**config.mk**
```make
export PLATFORM = sky130hd
export DESIGN_NAME = rpn_ctrl
export DESIGN_NICKNAME = d
export VERILOG_FILES = /design/src/rtl/rpn_pkg.sv /design/src/rtl/rpn_alu.sv /design/src/rtl/rpn_ctrl.sv
export SDC_FILE = /design/constraint.sdc
export NUM_CORES = 1
export LEC_CHECK = 0
export BUFFER_PORTS_ARGS = -buffer_cell sky130_fd_sc_hd__clkbuf_2
export CAP_MARGIN = 20
export CORE_MARGIN = 5
export CORE_UTILIZATION = 59
export DETAILED_ROUTE_END_ITERATION = 8
export PLACE_DENSITY = 0.95
export SLEW_MARGIN = 10
export SYNTH_ARGS = -nofsm -noshare
export SYNTH_HDL_FRONTEND = slang
export SYNTH_HIERARCHICAL = 1
export SYNTH_SLANG_ARGS = --single-unit
export TNS_END_PERCENT = 10
```
**constraint.sdc**
```tcl
create_clock -name clk -period 7.85 [get_ports clk]
set_clock_uncertainty 0.15 [all_clocks]
set_input_delay 0.3925 -clock clk [delete_from_list [all_inputs] [get_ports clk]]
set_output_delay 0.3925 -clock clk [all_outputs]
set_load 0.01 [all_outputs]
```
**src/rtl/rpn_pkg.sv**
```systemverilog
// Shared types for the RPN evaluation controller: FSM states, opcodes and
// error codes reported on err_code.
package rpn_pkg;

  typedef enum logic [2:0] {
    IDLE   = 3'd0,
    PUSH_V = 3'd1,
    POP_B  = 3'd2,
    POP_A  = 3'd3,
    PUSH_R = 3'd4,
    ERR    = 3'd5
  } state_t;

  typedef enum logic [1:0] {
    OP_ADD = 2'b00,
    OP_SUB = 2'b01,
    OP_MUL = 2'b10,
    OP_AND = 2'b11
  } opcode_t;

  localparam logic [1:0] ERR_NONE = 2'b00;
  localparam logic [1:0] ERR_OVF  = 2'b01;
  localparam logic [1:0] ERR_UNF  = 2'b10;

endpackage

```
**src/rtl/rpn_alu.sv**
```systemverilog
// Combinational operator unit: y = a op b, truncated to WORD_BITS.
module rpn_alu
  import rpn_pkg::*;
#(
  parameter int WORD_BITS = 4
) (
  input  logic [WORD_BITS-1:0] a,
  input  logic [WORD_BITS-1:0] b,
  input  logic [1:0]           op,
  output logic [WORD_BITS-1:0] y
);

  // operator select; results wrap modulo 2^WORD_BITS
  always_comb begin
    y = '0;
    case (opcode_t'(op))
      OP_ADD:  y = a + b;
      OP_SUB:  y = a - b;
      OP_MUL:  y = a * b;
      OP_AND:  y = a & b;
      default: y = '0;
    endcase
  end

endmodule

```
**src/rtl/rpn_ctrl.sv**
```systemverilog
// Reverse-Polish evaluation controller driving a stack's push/pop port.
// Moore FSM: operands are pushed, operators pop B then A and push A op B.
module rpn_ctrl
  import rpn_pkg::*;
#(
  parameter int WORD_BITS = 4
) (
  input  logic                 clk,
  input  logic                 rst,
  input  logic                 tok_valid,
  output logic                 tok_ready,
  input  logic                 tok_is_op,
  input  logic [WORD_BITS-1:0] tok_data,
  output logic                 push,
  output logic                 pop,
  output logic [WORD_BITS-1:0] push_data,
  input  logic [WORD_BITS-1:0] pop_data,
  input  logic                 empty,
  input  logic                 full,
  output logic [WORD_BITS-1:0] result,
  output logic                 result_valid,
  output logic                 err,
  output logic [1:0]           err_code,
  input  logic                 err_clr
);

  state_t                 r_state;
  state_t                 w_next;
  logic                   r_tok_is_op;
  logic [WORD_BITS-1:0]   r_tok_data;
  logic [WORD_BITS-1:0]   r_a;
  logic [WORD_BITS-1:0]   r_b;
  logic [WORD_BITS-1:0]   r_result;
  logic                   r_result_valid;
  logic [1:0]             r_err_code;
  logic [WORD_BITS-1:0]   w_alu_y;

  rpn_alu #(.WORD_BITS(WORD_BITS)) u_alu (
    .a  (r_a),
    .b  (r_b),
    .op (r_tok_data[1:0]),
    .y  (w_alu_y)
  );

  // state register
  always_ff @(posedge clk or negedge rst) begin
    if (!rst) begin
      r_state <= IDLE;
    end else begin
      r_state <= w_next;
    end
  end

  // next-state decode
  always_comb begin
    w_next = r_state;
    case (r_state)
      IDLE: begin
        if (tok_valid) begin
          w_next = tok_is_op ? POP_B : PUSH_V;
        end else begin
          w_next = IDLE;
        end
      end
      PUSH_V:  w_next = full  ? ERR : IDLE;
      POP_B:   w_next = empty ? ERR : POP_A;
      POP_A:   w_next = empty ? ERR : PUSH_R;
      PUSH_R:  w_next = IDLE;
      ERR: begin
        if (err_clr) begin
          w_next = IDLE;
        end else begin
          w_next = ERR;
        end
      end
      default: w_next = IDLE;
    endcase
  end

  // token latch, operand capture, result and sticky error code
  always_ff @(posedge clk or negedge rst) begin
    if (!rst) begin
      r_tok_is_op    <= 1'b0;
      r_tok_data     <= '0;
      r_a            <= '0;
      r_b            <= '0;
      r_result       <= '0;
      r_result_valid <= 1'b0;
      r_err_code     <= ERR_NONE;
    end else begin
      r_result_valid <= (r_state == PUSH_R);
      if (r_state == IDLE && tok_valid) begin
        r_tok_is_op <= tok_is_op;
        r_tok_data  <= tok_data;
      end
      if (r_state == POP_B && !empty) begin
        r_b <= pop_data;
      end
      if (r_state == POP_A && !empty) begin
        r_a <= pop_data;
      end
      if (r_state == PUSH_R) begin
        r_result <= w_alu_y;
      end
      if (r_state == PUSH_V && full) begin
        r_err_code <= ERR_OVF;
      end else if ((r_state == POP_B || r_state == POP_A) && empty) begin
        r_err_code <= ERR_UNF;
      end else if (r_state == ERR && err_clr) begin
        r_err_code <= ERR_NONE;
      end
    end
  end

  // Moore strobes; PUSH_V only pushes the latched operand (r_tok_is_op=0),
  // PUSH_R only follows an operator (r_tok_is_op=1)
  always_comb begin
    tok_ready = 1'b0;
    push      = 1'b0;
    pop       = 1'b0;
    push_data = '0;
    err       = 1'b0;
    case (r_state)
      IDLE:    tok_ready = 1'b1;
      PUSH_V:  push = !full;
      POP_B:   pop  = !empty;
      POP_A:   pop  = !empty;
      PUSH_R:  push = 1'b1;
      ERR:     err  = 1'b1;
      default: tok_ready = 1'b0;
    endcase
    if (push) begin
      push_data = r_tok_is_op ? w_alu_y : r_tok_data;
    end else begin
      push_data = '0;
    end
  end

  assign result       = r_result;
  assign result_valid = r_result_valid;
  assign err_code     = r_err_code;

endmodule

```
# Word-level counts from Yosys, hierarchy flattened
# Index checks and enable logic that the tools add are counted.
[op_classes]
mul = 1
n_reduce_logical = 13
add_sub_neg = 2
bitwise = 1
eq_ne = 8
muxes = 17
[op_table]
columns = ["cell", "n"]
rows = [
  ["$pmux W4 S4", 1],
  ["$pmux W3 S5", 1],
  ["$mux W2", 5],
  ["$mux W3", 3],
  ["$mux W4", 2],
  ["$eq A3 B2 Y1 const B", 2],
  ["$eq A3 B3 Y1 const B", 2],
  ["$logic_and A1 B1 Y1", 6],
  ["$add A4 B4 Y4", 1],
  ["$and A4 B4 Y4", 1],
  ["$eq A2 B2 Y1 const B", 2],
  ["$mul A4 B4 Y4", 1],
  ["$mux W1", 4],
  ["$sub A4 B4 Y4", 1],
  ["$eq A3 B1 Y1 const B", 1],
  ["$logic_not A3 Y1", 1],
  ["$reduce_bool A3 Y1", 1],
  ["$eq A2 B1 Y1 const B", 1],
  ["$logic_not A1 Y1", 2],
  ["$logic_not A2 Y1", 1],
  ["$pmux W1 S2", 1],
  ["$reduce_or A2 Y1", 1],
  ["$logic_or A1 B1 Y1", 1],
]
[totals]
out_inout_bits = 15
register_bits = 23
in_bits = 15

# Longest topological paths before layout
# Gate-level depths: netlist (run 1).
[depth]
word_depth = 5
mapped_depth = 12

# Cells and area by module
# The synthesis (run 1) kept the hierarchy.
[modules_own_cells]
columns = ["module", "area_each_um2", "cells_each", "n_inst", "seq_area_each_um2"]
rows = [
  ["rpn_ctrl", 1068.5, 84, 1, 575.6],
  ["rpn_alu", 461.7, 62, 1, 0.0],
]

# Least setup slack after synthesis (run 1)
# OpenSTA, ideal clock, no wires.
[synth_timing]
path_kind = "register to output"
start = "register r_b[0]"
end = "output push_data[3]"
arrival_time_ps = 2390
t_required_ps = 7308
stages_incl_launch_ff = 13
n_path_buf = 0
slack_ps = 4917
cell_sequence = "dfrtp_1 inv_1 ha_1 nor2_1 xnor2_1 ha_1 a21oi_1 a21bo_2 a211oi_1 o31a_1 a311o_1 mux2i_1 nor2_1"
[synth_between]
elab_chain_len = 4
elab_cells_between_ends = 6
cone_classes = "add/sub: 2; mul: 1; mux: 3"
[synth_lines]
columns = ["item", "line_no", "source"]
rows = [
  ["start: declaration", "rpn_ctrl.sv:32", "logic [WORD_BITS-1:0] r_b;"],
  ["start signal: assignment", "rpn_ctrl.sv:97", "r_b <= pop_data;"],
  ["$mul A4 B4 Y4, or another cell as far along", "rpn_alu.sv:19", "OP_MUL: y = a * b;"],
  ["$pmux W4 S4 (*)", "rpn_alu.sv:16", "case (opcode_t'(op))"],
  ["net w_alu_y[3]", "rpn_ctrl.sv:36", "logic [WORD_BITS-1:0] w_alu_y;"],
  ["$mux W4 (*)", "rpn_ctrl.sv:133", "push_data = r_tok_is_op ? w_alu_y : r_tok_data;"],
  ["$mux W4 (*)", "rpn_ctrl.sv:132", "if (push) begin"],
  ["end: declaration", "rpn_ctrl.sv:16", "output logic [WORD_BITS-1:0] push_data,"],
]
# The timed path passes the listed nets; every way through them passes the cells marked *.

# Worst setup path after layout (run 1)
# Ends and elaborated chain as after synthesis.

==> results of run 1 <==
## sequential cells by signal, summed over array words and instances, names as in the netlist
| signal | cells |
|---|---|
| err_code | 2 |
| r_a | 4 |
| r_b | 4 |
| r_state | 3 |
| r_tok_data | 4 |
| r_tok_is_op | 1 |
| result | 4 |
| result_valid | 1 |
## metrics by stage
step | setup slack [ns] | power [mW] | util, % | hold WS (ns) | instance area (um^2)
finish | 4.05 | 0.770 | 69.3 | 0.145 | 1720
global route | 3.91 | 0.829 | 69.3 | 0.149 | 1720
CTS | 4.11 | 0.765 | 69.3 | 0.147 | 1720
detailed placement | 4.47 | 0.709 | 67.9 | 0.257 | 1680
global placement | 4.67 | 0.671 | 67.9 | 0.242 | 1680
floorplan | 4.92 | 0.581 | - | -0.0531 | 1530
## cell families (layout without fill, tap and decap cells)
logic type               Yosys count  count (layout)  synth area share [%]
AO/OA/AOI/OAI                     24              24                  10.9
XOR/XNOR                           8               8                  4.58
adder cells (fa/ha/maj)           10              10                  8.67
buffers and inverters             14              43                  4.25
flip-flops                        23              23                  37.6
multiplexers                      24              24                  17.2
AND/OR/NAND/NOR                   43              43                  16.8
## worst register-to-register path: cells and delay by family (launching register included)
| kind | cells | cell delay, ns |
|---|---|---|
| AO/OA/AOI/OAI | 5 | 1.20 |
| XOR/XNOR | 1 | 0.15 |
| adder cells (fa/ha/maj) | 2 | 0.50 |
| buffers and inverters | 1 | 0.10 |
| flip-flops | 1 | 0.49 |
| multiplexers | 1 | 0.27 |
| AND/OR/NAND/NOR | 1 | 0.14 |
## how the worst max path moves through the flow
stage	from	endpoint	depth (start not counted)
after floorplan	r_b[0]	push_data[3]	12
after global placement	r_b[0]	push_data[3]	13
after detailed placement	r_b[0]	push_data[3]	13
after CTS	r_b[0]	push_data[3]	13
after global routing	r_b[0]	push_data[3]	13
final	r_b[0]	push_data[3]	13
## per-layer routing
metal  part of all wire [%]  GRT usage [%]  vias up
met2                     54           37.9       32
met3                    3.4           3.40       12
met1                     39           23.0      593
met5                      0              0        -
li1                       -              -      567
met4                    2.8           9.91        0
## power by group through the flow
stage	logic [mW]	registers [mW]	clock network (mW)
CTS	0.457	0.254	0.0539
detailed placement	0.453	0.256	0
floorplan	0.357	0.224	0
global route	0.505	0.265	0.0593
finish	0.462	0.255	0.0536
global placement	0.420	0.251	0
## Yosys cell counts (2+ instances only)
cell type	count
ha_1	9
dfrtp_1	23
and2b_1	2
nand2b_1	2
xnor2_1	8
nand2_1	11
nor3_1	2
a22oi_1	3
a211oi_1	2
nand3b_1	3
mux2_2	18
nor3b_1	2
and2_2	2
and2_1	2
inv_1	9
mux2i_1	6
o21ai_0	5
a21oi_1	5
nor3b_2	2
nor2_1	11
## cell type report
type | count | area share [%]
multi-input combinational | 109 | 51.8
sequential | 23 | 33.5
clock buffer | 4 | 1.53
inverter | 9 | 1.97
tap | 30 | 2.18
timing repair buffer | 30 | 9.03
## repair_timing
action,in CTS,in global routing
hold endpoints to repair,23,0
hold buffers,1,0
gates resized for setup,0,0
buffers inserted,0,0
==> metrics.md, run 1 <==
| Metric | Value |
|---|---|
| Post-synth top area cell | dfrtp_1 |
| Total gr overflow | 0 |
| Part of the power in registers | 33.1% |
| Critical Path Start Type | register |
| Crit path time final | 3.80 ns |
| Latest clock arrival within the worst-skew pair | 0.30 ns |
| Antenna-violating nets left | 0 |
| Cells after Synth | 146 |
| Max Cap Violations | 0 |
| R2r worst-path depth | 11 |
| Initial antenna violation count | 0 |
| Fillers | 201 |
| Final cell count without fillers | 205 |
| Setup slack, reg-to-reg | 4.76 ns |
| PortBufs | 29 |
| Rows | 18 |
| Net Count, Synth | 171 |
| Hold Crit Class | input port to register |
| Starting density of the core | 61.8% |
| Crit-path cells | inv_1 > ha_1 > nor2_1 > xnor2_1 > ha_1 > a21oi_1 > a21bo_2 > a211oi_1 > o31a_1 > a311o_1 > mux2i_1 > nor2_1 > clkbuf_2 |
| DRT iter0 DRCs | 21 |
| Peak supply drop | 317 uV |
| Synth warn | 6 |
| Fraction of layout cells with a size suffix above 1 | 33.7% |
| Fin nets | 201 |
| DR DRC count | 0 |
| Core Region | 2480 um^2 |
| Sink Count | 23 |
| Comb pwr share | 60.0% |
| Mapped Area | 1530 um^2 |
| Avg Cell Area, Syn | 10.5 um^2 |
| Via density | 5.87 |
| Sequential area share after synthesis | 37.6% |
| Most frequent cells in the layout | clkbuf_2, dfrtp_1, mux2_2 |
| Worst R2R End | result[3] |
| Avg WL per Cell | 16.7 um |
| Die height | 60.9 um |
| Fin crit share | 48.4% |
| CP bufs+invs | 2 |
| Switching share of power | 45.8% |
| Clock power share | 7.0% |
| Worst Path Required | 7.31 ns |
| Crit path max fanout | 7 |
| Clock Path Buffers | 2 |
| Final setup vio count | 0 |
| RSZ-0062 raised after global routing | no |
| Max Fclk | 0.263 GHz |
| Yosys cell types | 39 |
| GRT Util Overall | 20.6% |
| CTS tree | yes |
| Status | completed |
| Sequential cell area | 576 um^2 |
| Via count | 1204 |
| Post-synth ARST share | 100% |
| Critical path's largest stage delay | 0.49 ns |
| Post-DP HPWL | 2730 um |
| H-tree levels | 1 |
| Switch Pwr | 0.353 mW |
| Clk root buf | clkbuf_4 |
| Area growth syn-to-layout | 12.3% |
| WL final | 3430 um |
| Top FF cell, synth | dfrtp_1 |
| Worst R2R Start | r_b[0] |
| Total CTS buffers | 3 |
| Synth top area cells | dfrtp_1, mux2_2, ha_1 |
| WS Path Type | register to output port |
| Fin Setup TNS | 0 ns |
| First-pass GRT wire length | 5610 um |
| CP arrival | 3.26 ns |
| Critical path's top delay family | compound AO/OA/AOI/OAI gates |
| Placed Cells | 200 |
| EDFF count, synth | 0 |
| Hold endpoint | r_state[2] |
| Antenna cells | 0 |
| Area of the multi-input gates | 890 um^2 |
| Die width | 60.9 um |
| Area share of the largest cell type after synthesis | 37.6% |
| Final Hold Viols | 0 |
| Worst path slowest cell | dfrtp_1 |
| Hold depth | 2 |
| Most common cell after layout, fill and taps aside | clkbuf_2 |
| PD cells | 449 nW/um^2 |
| Largest net degree at the start of global routing | 24 |
| Clock-pin slew on the worst setup and hold paths | 0.12 ns |
| Vias in the first global route | 1245 |
| P_int | 0.418 mW |
| Rel. slew slack | 62.7% |
| DIE AREA | 3710 um^2 |
| First-pass iteration count of the detailed router | 4 |
| Gpl congestion | 0.933 |
| CP Capture Type | output port |
| Number of synthesized register bits | 23 |
| Hold path startpoint | err_clr |
| Worst-margin pin slew | 0.560 ns |
| Leak Pwr | 0.846 nW |
| Max Slew Vio Count | 0 |
| I/O pin cnt | 30 |
Note: power is estimated with default switching activity, not from simulation.
==> run 2, diff against run 1 <==
--- a/config.mk
+++ b/config.mk
@@ -5,12 +5,13 @@
 export SDC_FILE = /design/constraint.sdc
 export NUM_CORES = 1
 export LEC_CHECK = 0
+export ABC_AREA = 1
 export BUFFER_PORTS_ARGS = -buffer_cell sky130_fd_sc_hd__clkbuf_2
 export CAP_MARGIN = 20
 export CORE_MARGIN = 5
-export CORE_UTILIZATION = 59
+export CORE_UTILIZATION = 49
 export DETAILED_ROUTE_END_ITERATION = 8
-export PLACE_DENSITY = 0.95
+export PLACE_DENSITY = 0.87
 export SLEW_MARGIN = 10
 export SYNTH_ARGS = -nofsm -noshare
 export SYNTH_HDL_FRONTEND = slang
==> constraint.sdc (replaced) <==
create_clock -name clk -period 3.43 [get_ports clk]
set_clock_uncertainty 0.15 [all_clocks]
set_input_delay 0.1715 -clock clk [delete_from_list [all_inputs] [get_ports clk]]
set_output_delay 0.1715 -clock clk [all_outputs]
set_load 0.01 [all_outputs]
==> metrics.md, run 2 <==
| Metric | Value |
|---|---|
| Cells after Synth | 224 (+53%) |
| Via count | 1518 (+26%) |
| Clock Path Buffers | 2 (unchanged) |
| Fin Setup TNS | 0 ns (unchanged) |
| First-pass iteration count of the detailed router | 4 (unchanged) |
| Rows | 20 (+2) |
| Latest clock arrival within the worst-skew pair | 0.29 ns (about the same) |
| Synth warn | 6 (unchanged) |
| Post-Route Utilization | 61.2% (-8.1 points) |
| Fillers | 271 (+35%) |
| Status | completed |
| H-tree levels | 1 (unchanged) |
| PD cells | 867 nW/um^2 (+93%) |
| Max Slew Vio Count | 0 (unchanged) |
| Leak Pwr | 1.09 nW (+29%) |
| Die width | 66.4 um (+8.9%) |
| Mapped Area | 1560 um^2 (+1.7%) |
| Most frequent cell after synthesis | nand2_1 |
| Setup Fix Bufs, Post-CTS | 0 (unchanged) |
| Starting density of the core | 51.0% (-11 points) |
| Via density | 4.91 (-16%) |
| Rel. slew slack | 63.3% (+0.61 points) |
| Final setup vio count | 0 (unchanged) |
| Crit path time final | 3.04 ns |
| Clock-pin slew on the worst setup and hold paths | 0.12 ns (about the same) |
| Avg WL per Cell | 10.8 um (-36%) |
| Most frequent cells in the layout | nand2_1, inv_1, clkbuf_2 |
| Max Fclk | 0.329 GHz |
| Net Count, Synth | 249 (+46%) |
| Final cell count without fillers | 309 (+51%) |
| Most common cell after layout, fill and taps aside | nand2_1 |
| Die height | 66.4 um (+8.9%) |
| CP arrival | 2.72 ns (-0.54 ns) |
| Antenna-violating nets left | 0 (unchanged) |
| Fin crit share | 88.6% |
| Top FF cell, synth | dfrtp_1 |
| DRT iter0 DRCs | 60 (+190%) |
| Post-CTS resize count | 0 (unchanged) |
| Yosys cell types | 24 (-38%) |
| Total CTS buffers | 3 (unchanged) |
| RSZ-0062 raised after global routing | no |
| Sink Count | 23 (unchanged) |
| CP Capture Type | output port |
| Synth top area cells | dfrtp_1, nand2_1, inv_1 |
| Sequential area share after synthesis | 37.0% (-0.63 points) |
| WS Path Type | register to output port |
| Area growth syn-to-layout | 20.1% |
| Post-CTS Hold Buffers | 10 (+9) |
| Antenna cells | 0 (unchanged) |
| WL final | 3330 um (-2.8%) |
| Fin nets | 291 (+45%) |
| DR DRC count | 0 (unchanged) |
| Post-synth ARST share | 100% (unchanged) |
| WHS | 0.0275 ns (-0.117 ns) |
| Avg Cell Area, Syn | 6.95 um^2 (-34%) |
| Clk root buf | clkbuf_4 |
| Worst Path Required | 3.11 ns (-4.20 ns) |
| Crit path max fanout | 6 (-1) |
| First-pass GRT wire length | 6000 um (+7.0%) |
| Fraction of layout cells with a size suffix above 1 | 17.4% (-16 points) |
| Max Cap Violations | 0 (unchanged) |
| Total gr overflow | 0 (unchanged) |
| DIE AREA | 4400 um^2 (+19%) |
| Synth top cells by count | nand2_1, inv_1, dfrtp_1 |
| Placed Cells | 295 (+48%) |
| I/O pin cnt | 30 (unchanged) |
| Core Region | 3050 um^2 (+23%) |
| PortBufs | 29 (unchanged) |
| Gpl congestion | 0.900 (-3.5%) |
| Final Hold Viols | 0 (unchanged) |
| Initial antenna violation count | 0 (unchanged) |
| Total Power Consumption | 1.62 mW (+110%) |
| Area share of the largest cell type after synthesis | 37.0% (-0.63 points) |
| Vias in the first global route | 1417 (+14%) |
| Peak supply drop | 501 uV (+58%) |
| Number of synthesized register bits | 23 (unchanged) |
| GRT Util Overall | 17.1% (-3.5 points) |
| Hold Crit Class | input port to register |
| Largest net degree at the start of global routing | 24 (unchanged) |
| Post-synth top area cell | dfrtp_1 |
| Worst-margin pin slew | 0.551 ns (-0.00917 ns) |
| CTS tree | yes |
| EDFF count, synth | 0 (unchanged) |
| Post-DP HPWL | 2560 um (-5.9%) |
| Critical Path Start Type | register |
-- run 2: changes by cell type after synthesis, moves of 4 or more --
| cell | change |
|---|---|
| nand2_2 | +4 |
| o21ai_1 | +12 |
| mux2i_1 | -6 |
| a21oi_1 | +4 |
| xnor2_1 | -6 |
| inv_2 | +4 |
| mux2_2 | -18 |
| nand4_1 | +5 |
| nand3_1 | +15 |
| inv_1 | +24 |
| nand2_1 | +64 |
-- run 2: cell families (layout without fill, tap and decap cells) --
| family | after synthesis | in the layout | synth area share [%] |
|---|---|---|---|
| fa+ha+maj | 10 | 10 | 8.52 |
| flops | 23 | 23 | 37.0 |
| compound gates | 29 | 29 | 9.89 |
| xor+xnor | 3 | 3 | 1.69 |
| simple gates | 117 | 117 | 32.3 |
| buf+inv | 42 | 83 | 10.6 |
-- run 2: power by group --
| part | leakage, nW | total (mW) | internal [mW] | switching [mW] |
|---|---|---|---|---|
| clock network | 0.0177 | 0.118 | 0.0433 | 0.0743 |
| logic | 0.783 | 0.948 | 0.382 | 0.566 |
| registers | 0.292 | 0.555 | 0.389 | 0.165 |
| total | 1.09 | 1.62 | 0.815 | 0.805 |
-- run 2: area by class of cell --
cell class,count,area (um^2),share of cell area (%)
Multi-Input combinational cell,159,816,43.6
Inverter,40,150,8.03
Timing Repair Buffer,39,245,13.1
Clock inverter,1,5.00,0.268
Sequential cell,23,576,30.8
Tap cell,44,55.1,2.95
Clock buffer,3,22.5,1.20
-- run 2: metal layers --
layer / routed length [um] / track usage (%) / part of all wire (%)
met5: 0 / 0 / 0
met2: 1670 / 30.6 / 50
met3: 205 / 2.89 / 6.2
met4: 16 / 3.81 / 0.48
met1: 1440 / 21.3 / 43
-- run 2: final timing paths --
| path | start | endpoint | slack (ns) | depth (start not counted) |
|---|---|---|---|---|
| max | r_a[1] | push_data[3] | 0.39 | 17 |
| min | empty | err_code[1] | 0.03 | 3 |
| max reg2reg | r_a[1] | result[3] | 1.00 | 15 |
| min reg2reg | result[0] | result[0] | 0.34 | 2 |
| max in group asynchronous | rst | r_tok_data[1] | 2.53 | 2 |
| min in group asynchronous | rst | r_tok_data[2] | 0.24 | 2 |
-- run 2: per-stage QoR --
| step | area (um^2) | setup slack [ns] |
|---|---|---|
| 3_5_place_dp | 1740 | 0.757 |
| 6_report | 1870 | 0.391 |
| 5_1_grt | 1870 | 0.180 |
| 2_1_floorplan | 1560 | 1.02 |
| 4_1_cts | 1870 | 0.407 |
| 3_3_place_gp | 1740 | 0.776 |
-- run 2: critical path: stages (launching register included) --
cell	delay (ns)
dfrtp_1	0.49
nand2_1	0.12
inv_1	0.05
ha_1	0.30
ha_1	0.28
ha_1	0.22
nand2_1	0.09
inv_1	0.04
nor2_1	0.08
nand2_1	0.06
nand2_1	0.07
inv_1	0.04
nand2_1	0.05
nand3_1	0.06
nand3_1	0.12
a21oi_1	0.08
a21oi_1	0.13
clkbuf_2	0.15
==> run 3, diff against run 2 <==
--- a/config.mk
+++ b/config.mk
@@ -7,11 +7,12 @@
 export LEC_CHECK = 0
 export ABC_AREA = 1
 export BUFFER_PORTS_ARGS = -buffer_cell sky130_fd_sc_hd__clkbuf_2
-export CAP_MARGIN = 20
+export CAP_MARGIN = 30
 export CORE_MARGIN = 5
-export CORE_UTILIZATION = 49
+export CORE_UTILIZATION = 55
 export DETAILED_ROUTE_END_ITERATION = 8
-export PLACE_DENSITY = 0.87
+export PLACE_DENSITY = 0.91
+export SETUP_SLACK_MARGIN = 0.4
 export SLEW_MARGIN = 10
 export SYNTH_ARGS = -nofsm -noshare
 export SYNTH_HDL_FRONTEND = slang
==> constraint.sdc (replaced) <==
create_clock -name clk -period 3.2 [get_ports clk]
set_clock_uncertainty 0.15 [all_clocks]
set_input_delay 0.16 -clock clk [delete_from_list [all_inputs] [get_ports clk]]
set_output_delay 0.16 -clock clk [all_outputs]
set_load 0.01 [all_outputs]
==> metrics.md, run 3 (synthesized netlist as in run 2, its figures left out) <==
| Metric | Value |
|---|---|
| Status | completed |
| Die height | 63.2 um (-4.8%) |
| CP Capture Type | output port |
| Critical Path Start Type | register |
| RSZ-0062 raised after global routing | yes |
| Leak Pwr | 1.14 nW (+4.1%) |
| Vias in the first global route | 1736 (+23%) |
| GRT Util Overall | 22.9% (+5.8 points) |
| Worst R2R End | result[3] |
| DRT iter0 DRCs | 99 (+65%) |
| WS Path Type | register to output port |
| H-tree levels | 1 (unchanged) |
| DP Area | 1730 um^2 (-0.93%) |
| Hold depth | 4 (+1) |
| PortBufs | 29 (unchanged) |
| Clock-pin slew on the worst setup and hold paths | 0.14 ns (+0.02 ns) |
| Fin Setup TNS | 0 ns (unchanged) |
| Via count | 1759 (+16%) |
| Crit path max fanout | 3 (-3) |
| DR DRC count | 0 (unchanged) |
| Critical Path Stages | 16 (-1) |
| Setup slack, reg-to-reg | 0.93 ns (-0.07 ns) |
| Max Cap Violations | 0 (unchanged) |
| CP arrival | 2.52 ns (-0.20 ns) |
| Hold path startpoint | err_clr |
| Worst path slowest cell | dfrtp_2 |
| Avg WL per Cell | 15.3 um (+42%) |
| Total gr overflow | 0 (unchanged) |
| Crit path time final | 2.83 ns |
| PD cells | 1010 nW/um^2 (+17%) |
| Post-DP HPWL | 2600 um (+1.3%) |
| Max Fclk | 0.353 GHz |
| Antenna cells | 0 (unchanged) |
| Initial antenna violation count | 0 (unchanged) |
| Die width | 63.2 um (-4.8%) |
| Latest clock arrival within the worst-skew pair | 0.33 ns (+0.04 ns) |
| Critical path's top delay family | simple AND/OR/NAND/NOR gates |
| CP most frequent cell | nand2_1 |
| I/O pin cnt | 30 (unchanged) |
| CTS tree | yes |
| Rows | 19 (-5.0%) |
| Worst Path Required | 2.89 ns (-0.22 ns) |
| Fin nets | 299 (+2.7%) |
| WL final | 4660 um (+40%) |
| Worst-margin pin slew | 0.580 ns (+0.0287 ns) |
| Total CTS buffers | 3 (unchanged) |
| Antenna-violating nets left | 0 (unchanged) |
| First-pass GRT wire length | 7560 um (+26%) |
| Peak supply drop | 673 uV (+34%) |
| Worst R2R Start | r_b[1] |
| Area growth syn-to-layout | 30.4% |
| Crit-path cells | buf_6 > inv_4 > ha_4 > a21oi_2 > xnor2_1 > ha_1 > nand2_1 > nand2_1 > nor2_2 > inv_1 > nand2_1 > nand3_1 > nand3_2 > a21oi_2 > a21oi_1 > buf_2 |
| R2r worst-path depth | 14 (-1) |
| Gpl congestion | 0.922 (+2.5%) |
| Most common cell after layout, fill and taps aside | nand2_1 |
| Final Hold Viols | 0 (unchanged) |
| Final setup vio count | 0 (unchanged) |
| Critical path's largest stage delay | 0.45 ns (-0.04 ns) |
| First-pass iteration count of the detailed router | 5 (+1) |
| Rel. slew slack | 61.4% (-1.9 points) |
| DIE AREA | 3990 um^2 (-9.3%) |
| Most frequent cells in the layout | nand2_1, inv_1, clkbuf_2 |
| Clk root buf | clkbuf_4 |
| Fin area | 2030 um^2 (+8.6%) |
| Hold endpoint | err_code[0] |
| Fraction of layout cells with a size suffix above 1 | 28.9% (+12 points) |
| Starting density of the core | 56.9% (+6.0 points) |
| Hold Crit Class | input port to register |
| Via density | 5.79 (+18%) |
| Max Slew Vio Count | 0 (unchanged) |
| CP bufs+invs | 4 (unchanged) |
| Clock Path Buffers | 2 (unchanged) |
| Sink Count | 23 (unchanged) |
| Largest net degree at the start of global routing | 24 (unchanged) |
| Core Region | 2730 um^2 (-10%) |
| Fin crit share | 88.4% |
run 3: changes by cell type in the layout (fill, tap and decap cells not counted), moves of 3 or more:
cell / delta
buf_4: +6
dfrtp_1: -5
dfrtp_2: +5
ha_1: -5
ha_4: +4
inv_1: -5
inv_2: +4
nand2_1: -3
run 3: through the flow:
stage	hold WS, ns	setup WS [ns]	power [mW]	util (%)	instances
4_1_cts	0.00557	0.398	1.85	71.4	301
3_3_place_gp	0.0230	0.572	1.55	63.1	282
3_5_place_dp	0.0245	0.523	1.57	63.1	282
6_report	0.0326	0.371	2.06	74.2	304
5_1_grt	0.0465	0.269	2.21	74.2	304
2_1_floorplan	-0.286	0.803	1.32	-	224
run 3: worst max-delay path by stage:
stage	start	to	slack, ns
final	r_b[1]	push_data[3]	0.37
after global routing	r_b[1]	push_data[3]	0.27
after CTS	r_b[1]	push_data[2]	0.40
after detailed placement	r_a[1]	push_data[3]	0.52
after global placement	r_a[1]	push_data[3]	0.57
after floorplan	r_a[1]	push_data[3]	0.80
run 3: power breakdown:
group	leakage, nW	internal (mW)	switching [mW]
Combinational	0.834	0.527	0.811
Sequential	0.285	0.423	0.157
Clock	0.0177	0.0470	0.0947
Total	1.14	0.997	1.06
run 3: per-layer routing:
layer  track usage [%]  vias up  routed length (um)  share of wire, %
li1                  -      802                   -                 -
met1              26.8      800                1730                37
met2              41.4      131                2350                50
met3              3.91       26                 425               9.1
met4              8.31        0                 159               3.4
met5                 0        -                   0                 0
run 3: worst register-to-register path: cells and delay by family, from the launching register on:
family	cells	cell delay (ns)
compound gates	1	0.03
flops	1	0.45
buf+inv	2	0.20
fa+ha+maj	2	0.46
simple gates	8	0.74
xor+xnor	1	0.13
run 3: what timing repair did:
item	4_1_cts	5_1_grt
hold buffers	10	1
setup buffers	5	2
gates resized for setup	19	16
setup endpoints to repair	3	3
endpoints found under the hold margin	38	1
pin swaps	6	15
run 3: layout make-up:
class | count | area [um^2]
multi-input cells | 159 | 917
fillers | 161 | 704
flip-flops and latches | 23 | 582
repair buffers | 47 | 312
inverters | 40 | 153
well taps | 31 | 38.8
clock buffers | 3 | 22.5
clock inverters | 1 | 5.00
